### src/rtl/muldiv_ctrl.sv
// HI/LO sequencer for the EX stage: fixed-latency multiply, 32-step restoring divide, MTHI/MTLO.
// Optional macro MULDIV_EARLY_OUT_EN: divides with |b| > |a| retire without iterating.
module muldiv_ctrl #(
  parameter int MUL_CYCLES = 4
) (
  input  logic        clk,
  input  logic        rst,
  input  logic        valid_e,
  input  logic        flush_e,
  input  logic [7:0]  alucontrol_e,
  input  logic [31:0] src_a_e,
  input  logic [31:0] src_b_e,
  output logic        stall_md,
  output logic        busy,
  output logic [31:0] hi_o,
  output logic [31:0] lo_o
);

  localparam logic [7:0] ALU_MULT  = 8'h18;
  localparam logic [7:0] ALU_MULTU = 8'h19;
  localparam logic [7:0] ALU_DIV   = 8'h1A;
  localparam logic [7:0] ALU_DIVU  = 8'h1B;
  localparam logic [7:0] ALU_MTHI  = 8'h11;
  localparam logic [7:0] ALU_MTLO  = 8'h13;
  localparam int CNT_W = ($clog2(MUL_CYCLES) > 5) ? $clog2(MUL_CYCLES) : 5;

  typedef enum logic [1:0] {
    S_IDLE = 2'd0,
    S_MUL  = 2'd1,
    S_DIV  = 2'd2,
    S_DONE = 2'd3
  } state_t;

  state_t           r_state;
  logic [CNT_W-1:0] r_cnt;
  logic [31:0]      r_rem;
  logic [31:0]      r_q;
  logic [31:0]      r_b;
  logic             r_neg_q;
  logic             r_neg_r;
  logic             r_busy;
  logic [31:0]      r_hi;
  logic [31:0]      r_lo;

  logic        w_is_mul;
  logic        w_is_div;
  logic        w_signed;
  logic        w_neg_a;
  logic        w_neg_b;
  logic [31:0] w_abs_a;
  logic [31:0] w_abs_b;
  logic        w_start;
  logic        w_early;
  logic        w_stall;
  logic [32:0] w_rem_sh;
  logic        w_ge;
  logic [31:0] w_rem_nxt;
  logic [31:0] w_q_nxt;
  logic [31:0] w_quot_fin;
  logic [31:0] w_rem_fin;
  logic [63:0] w_prod_mag;
  logic [63:0] w_prod;

  assign w_is_mul = (alucontrol_e == ALU_MULT) || (alucontrol_e == ALU_MULTU);
  assign w_is_div = (alucontrol_e == ALU_DIV) || (alucontrol_e == ALU_DIVU);
  assign w_signed = (alucontrol_e == ALU_MULT) || (alucontrol_e == ALU_DIV);
  assign w_neg_a  = w_signed & src_a_e[31];
  assign w_neg_b  = w_signed & src_b_e[31];
  assign w_abs_a  = w_neg_a ? (32'd0 - src_a_e) : src_a_e;
  assign w_abs_b  = w_neg_b ? (32'd0 - src_b_e) : src_b_e;
  assign w_start  = valid_e & ~flush_e & (r_state == S_IDLE) & (w_is_mul | w_is_div);

`ifdef MULDIV_EARLY_OUT_EN
  assign w_early = (src_b_e != 32'd0) && (w_abs_b > w_abs_a);
`else
  assign w_early = 1'b0;
`endif

  // One restoring step on magnitudes; the remainder stays below |b| so bit 32 is only needed for the compare
  assign w_rem_sh   = {r_rem, r_q[31]};
  assign w_ge       = (w_rem_sh >= {1'b0, r_b});
  assign w_rem_nxt  = w_ge ? 32'(w_rem_sh - {1'b0, r_b}) : w_rem_sh[31:0];
  assign w_q_nxt    = {r_q[30:0], w_ge};
  assign w_quot_fin = r_neg_q ? (32'd0 - w_q_nxt) : w_q_nxt;
  assign w_rem_fin  = r_neg_r ? (32'd0 - w_rem_nxt) : w_rem_nxt;
  assign w_prod_mag = {32'd0, r_q} * {32'd0, r_b};
  assign w_prod     = r_neg_q ? (64'd0 - w_prod_mag) : w_prod_mag;

  // Pipeline hold: start cycle and every non-flushed MUL/DIV cycle
  always_comb begin
    w_stall = 1'b0;
    case (r_state)
      S_IDLE:       w_stall = w_start;
      S_MUL, S_DIV: w_stall = ~flush_e;
      default:      w_stall = 1'b0;
    endcase
  end

  assign stall_md = w_stall & ~rst;
  assign busy     = r_busy;
  assign hi_o     = r_hi;
  assign lo_o     = r_lo;

  // Sequencer FSM, operand latches and HI/LO ownership
  always_ff @(posedge clk) begin
    if (rst) begin
      r_state <= S_IDLE;
      r_cnt   <= '0;
      r_rem   <= 32'd0;
      r_q     <= 32'd0;
      r_b     <= 32'd0;
      r_neg_q <= 1'b0;
      r_neg_r <= 1'b0;
      r_busy  <= 1'b0;
      r_hi    <= 32'd0;
      r_lo    <= 32'd0;
    end else begin
      case (r_state)
        S_IDLE: begin
          if (w_start) begin
            r_rem   <= 32'd0;
            r_q     <= w_abs_a;
            r_b     <= w_abs_b;
            r_neg_q <= w_neg_a ^ w_neg_b;
            r_neg_r <= w_neg_a;
            if (w_is_mul) begin
              r_state <= S_MUL;
              r_cnt   <= CNT_W'(MUL_CYCLES - 1);
              r_busy  <= 1'b1;
            end else if (src_b_e == 32'd0) begin
              r_state <= S_DONE;
              r_hi    <= src_a_e;
              r_lo    <= 32'hFFFF_FFFF;
            end else if (w_early) begin
              r_state <= S_DONE;
              r_hi    <= src_a_e;
              r_lo    <= 32'd0;
            end else begin
              r_state <= S_DIV;
              r_cnt   <= CNT_W'(5'd31);
              r_busy  <= 1'b1;
            end
          end else if (valid_e && !flush_e && (alucontrol_e == ALU_MTHI)) begin
            r_hi <= src_a_e;
          end else if (valid_e && !flush_e && (alucontrol_e == ALU_MTLO)) begin
            r_lo <= src_a_e;
          end
        end
        S_MUL: begin
          if (flush_e) begin
            r_state <= S_IDLE;
            r_busy  <= 1'b0;
          end else if (r_cnt == '0) begin
            r_state <= S_DONE;
            r_busy  <= 1'b0;
            r_hi    <= w_prod[63:32];
            r_lo    <= w_prod[31:0];
          end else begin
            r_cnt <= r_cnt - CNT_W'(1);
          end
        end
        S_DIV: begin
          if (flush_e) begin
            r_state <= S_IDLE;
            r_busy  <= 1'b0;
          end else begin
            r_rem <= w_rem_nxt;
            r_q   <= w_q_nxt;
            if (r_cnt == '0) begin
              r_state <= S_DONE;
              r_busy  <= 1'b0;
              r_hi    <= w_rem_fin;
              r_lo    <= w_quot_fin;
            end else begin
              r_cnt <= r_cnt - CNT_W'(1);
            end
          end
        end
        S_DONE: begin
          r_state <= S_IDLE;
          r_busy  <= 1'b0;
        end
        default: begin
          r_state <= S_IDLE;
          r_busy  <= 1'b0;
        end
      endcase
    end
  end

endmodule
### config.mk
export PLATFORM = sky130hd
export DESIGN_NAME = muldiv_ctrl
export DESIGN_NICKNAME = d
export VERILOG_FILES = /design/src/rtl/muldiv_ctrl.sv
export SDC_FILE = /design/constraint.sdc
export NUM_CORES = 2
export LEC_CHECK = 0
export CAP_MARGIN = 20
export CELL_PAD_IN_SITES_DETAIL_PLACEMENT = 1
export CELL_PAD_IN_SITES_GLOBAL_PLACEMENT = 1
export CORE_MARGIN = 5
export CORE_UTILIZATION = 50
export CTS_CLUSTER_DIAMETER = 40
export DETAILED_ROUTE_END_ITERATION = 7
export GPL_ROUTABILITY_DRIVEN = 0
export MAX_ROUTING_LAYER = met4
export PLACE_DENSITY = 0.81
export SLEW_MARGIN = 20
export SYNTH_ARGS = -nofsm -noshare
export SYNTH_HDL_FRONTEND = slang
export SYNTH_SLANG_ARGS = --single-unit
### constraint.sdc
create_clock -name clk -period 9.9 [get_ports clk]
set_clock_uncertainty 0.1 [all_clocks]
set_input_delay 1.98 -clock clk [delete_from_list [all_inputs] [get_ports clk]]
set_output_delay 1.98 -clock clk [all_outputs]
set_load 0.02 [all_outputs]
==> out/results.tsv <==
metric	value	unit
place_hpwl	160000	um
r2r_cells	26	
dr.pass1.iters	6	
regToRegEndpoint	hi_o[31]$_SDFFE_PP0P_	
layout-drive-gt1-share	0.0597	
num_vias	44800	
synthArstFlopShare	0	
cts_tree	done	
wl	195000	um
power.density	45.4	nW/um^2
grt-ovfl-total	0	
syn_inst	5938	
cp_common_cell	fa_1	
fillers	11600	
cpLargestDelayFamily	adder cells	
yosysWarnings	0	
hold_class	reg -> reg	
fp.dieW	322	um
final_cell_mix	inv_1, fa_1, nand2_1	
min_to	lo_o[29]$_SDFFE_PP0P_	
hold_viol_final	0	
worst-path-buf-inv	3	
seqCellArea	3480	sq um
final_net_count	7179	
startpoint_type	flip-flop	
r2r-start	r_q[30]$_SDFFE_PP0P_	
required	10190	ps
wl_met1	73500	um
slew_violations	0	
synth_enable_flop_cells	0	
worstMarginPinSlew	1070	ps
clock_latency	540	ps
met2_length	91300	um
wl_met3	17900	um
ys_ff_latch	170	
status	completed	
synthFlopType	dfxtp_1	
avgViaCountPerCell	6.22	
wl_per_cell	27.1	um
layout_commonest_cell	inv_1	
antenna_found_initial	12	
max-cap-violations	0	
cts.htree.levels	4	
synth.avg_cell_area	8.21	sq um
r2r_slack	160	ps
pre_cts_ws	-14.8	ps
top_layer	met4	
grt_max_degree	92	
slew_headroom	0.283	
slowest_stage	dfxtp_1	
yosysSeqAreaShare	0.0698	
std_cell_rows	114	
worstSetupPathType	reg -> reg	
hold_buffers	0	
cts_buffers	17	
grt_pass1_vias	48900	
multi_input_area	40400	sq um
fin_crit_sh	0.983	
die_h	322	um
cts_root_buffer	clkbuf_16	
tns	0	ps
min_path_cells	2	
clock-sinks	170	
grt_pass1_wl	297000	um
core	96700	sq um
synthesis.area	48700	sq um
cts_buffer_depth	2	
p_leak	0.0246	uW
drt_iter0_drc	4062	
grt.total_usage	0.386	
min_from	lo_o[29]$_SDFFE_PP0P_	
syn_to_final_growth	7.92	%
io_buffer_count	141	
finalSetupViolations	0	
start_util	0.504	
ir_drop	0.111	mV
drc	0	
min_period	9740	ps
endpoint_kind	flip-flop	
fmax	103	MHz
die_area	104000	sq um
syn_nets	7219	
crit_path_max_fanout	27	
synth.distinct_cells	104	
detail-route-antenna-nets	0	
layout_setup_ws	164	ps
worstPathArrival	10030	ps
clk_pin_slew	100	ps
slowest_delay	680	ps
pin_count	142	
worst max-delay path by stage:
stage | startpoint | to | depth (start not counted)
final | r_q[30]$_SDFFE_PP0P_ | hi_o[31]$_SDFFE_PP0P_ | 26
after global routing | r_b[9]$_SDFFE_PP0P_ | hi_o[20]$_SDFFE_PP0P_ | 28
after CTS | r_q[18]$_SDFFE_PP0P_ | hi_o[24]$_SDFFE_PP0P_ | 27
after detailed placement | r_b[17]$_SDFFE_PP0P_ | hi_o[20]$_SDFFE_PP0P_ | 27
after global placement | r_b[17]$_SDFFE_PP0P_ | hi_o[20]$_SDFFE_PP0P_ | 27
after floorplan | r_q[25]$_SDFFE_PP0P_ | hi_o[23]$_SDFFE_PP0P_ | 29
repair_timing:
action	in CTS	in global routing
gates resized for setup	1	57
pin swaps	0	0
buffers inserted	0	0
endpoints found under the setup margin	5	28
routing by layer:
metal  up-vias  global-route usage
met2      2301               0.615
met1     23100               0.469
li1      18700                   -
met4         0               0.191
met3       690              0.0809
met5         -                   -
state kept, by name, summed over array words and instances (netlist names):
signal and flops:
r_q 32, r_neg_q 1, lo_o 32, r_b 32
r_cnt 5, r_neg_r 1, r_rem 32, hi_o 32
r_state 2, busy 1
cell families after synthesis:
group / synth area share
buffers and inverters: 0.103
muxes: 0.00544
DFF: 0.0698
AOI/OAI and AO/OA: 0.121
adders and majority gates: 0.448
xor gates and xnor gates: 0.0403
and+or+nand+nor: 0.213
power breakdown:
| group | switching, uW | leakage [uW] | internal [uW] |
|---|---|---|---|
| logic | 526 | 0.0229 | 263 |
| clock network | 457 | 0.000311 | 358 |
| registers | 51.9 | 0.00140 | 729 |
| total | 1040 | 0.0246 | 1350 |
through the flow:
| step | instances | instance area [sq um] | hold WS (ps) | utilization | power [uW] |
|---|---|---|---|---|---|
| floorplan | 5938 | 48700 | 365 | - | 1200 |
| global placement | 7154 | 51800 | 342 | 0.536 | 1540 |
| detailed placement | 7154 | 51800 | 352 | 0.536 | 1560 |
| CTS | 7186 | 52400 | 364 | 0.542 | 2370 |
| global route | 7200 | 52600 | 391 | 0.544 | 2450 |
| finish | 7205 | 52600 | 360 | 0.544 | 2390 |
tightest hold or removal path, cell delays in order, from the launching register on:
cell and delay, ps:
dfxtp_1 320, nand2_1 50, a21oi_1 50
layout make-up:
| class | count | area share |
|---|---|---|
| diodes | 18 | 0.000856 |
| multi-input cells | 4451 | 0.768 |
| flip-flops and latches | 170 | 0.0662 |
| repair buffers | 340 | 0.0570 |
| inverters | 918 | 0.0655 |
| well taps | 1276 | 0.0304 |
| clock inverters | 15 | 0.00409 |
| clock buffers | 17 | 0.00809 |
synth_stat cells, drive strengths merged (13+ instances only):
library cell / number / area [sq um]
a211o: 19 / 175
a211oi: 70 / 531
a21o: 29 / 218
a21oi: 266 / 1380
a221oi: 34 / 310
a22oi: 27 / 203
a31oi: 31 / 215
and2: 573 / 3590
and3: 24 / 150
buf: 48 / 241
clkbuf: 351 / 1320
dfxtp: 170 / 3400
fa: 897 / 18000
ha: 308 / 3850
inv: 917 / 3440
mux2i: 22 / 220
nand2: 797 / 2990
nand2b: 39 / 244
nand3: 46 / 235
nand4: 48 / 307
nor2: 317 / 1190
nor2b: 13 / 81.3
nor3: 82 / 410
nor4: 31 / 215
o211ai: 20 / 150
o21a: 20 / 150
o21ai: 200 / 1010
o31ai: 47 / 353
o41ai: 29 / 295
or2: 24 / 150
or3: 48 / 318
or4: 19 / 143
xnor2: 146 / 1280
xor2: 78 / 683
Power figures use the tool's default switching activity.
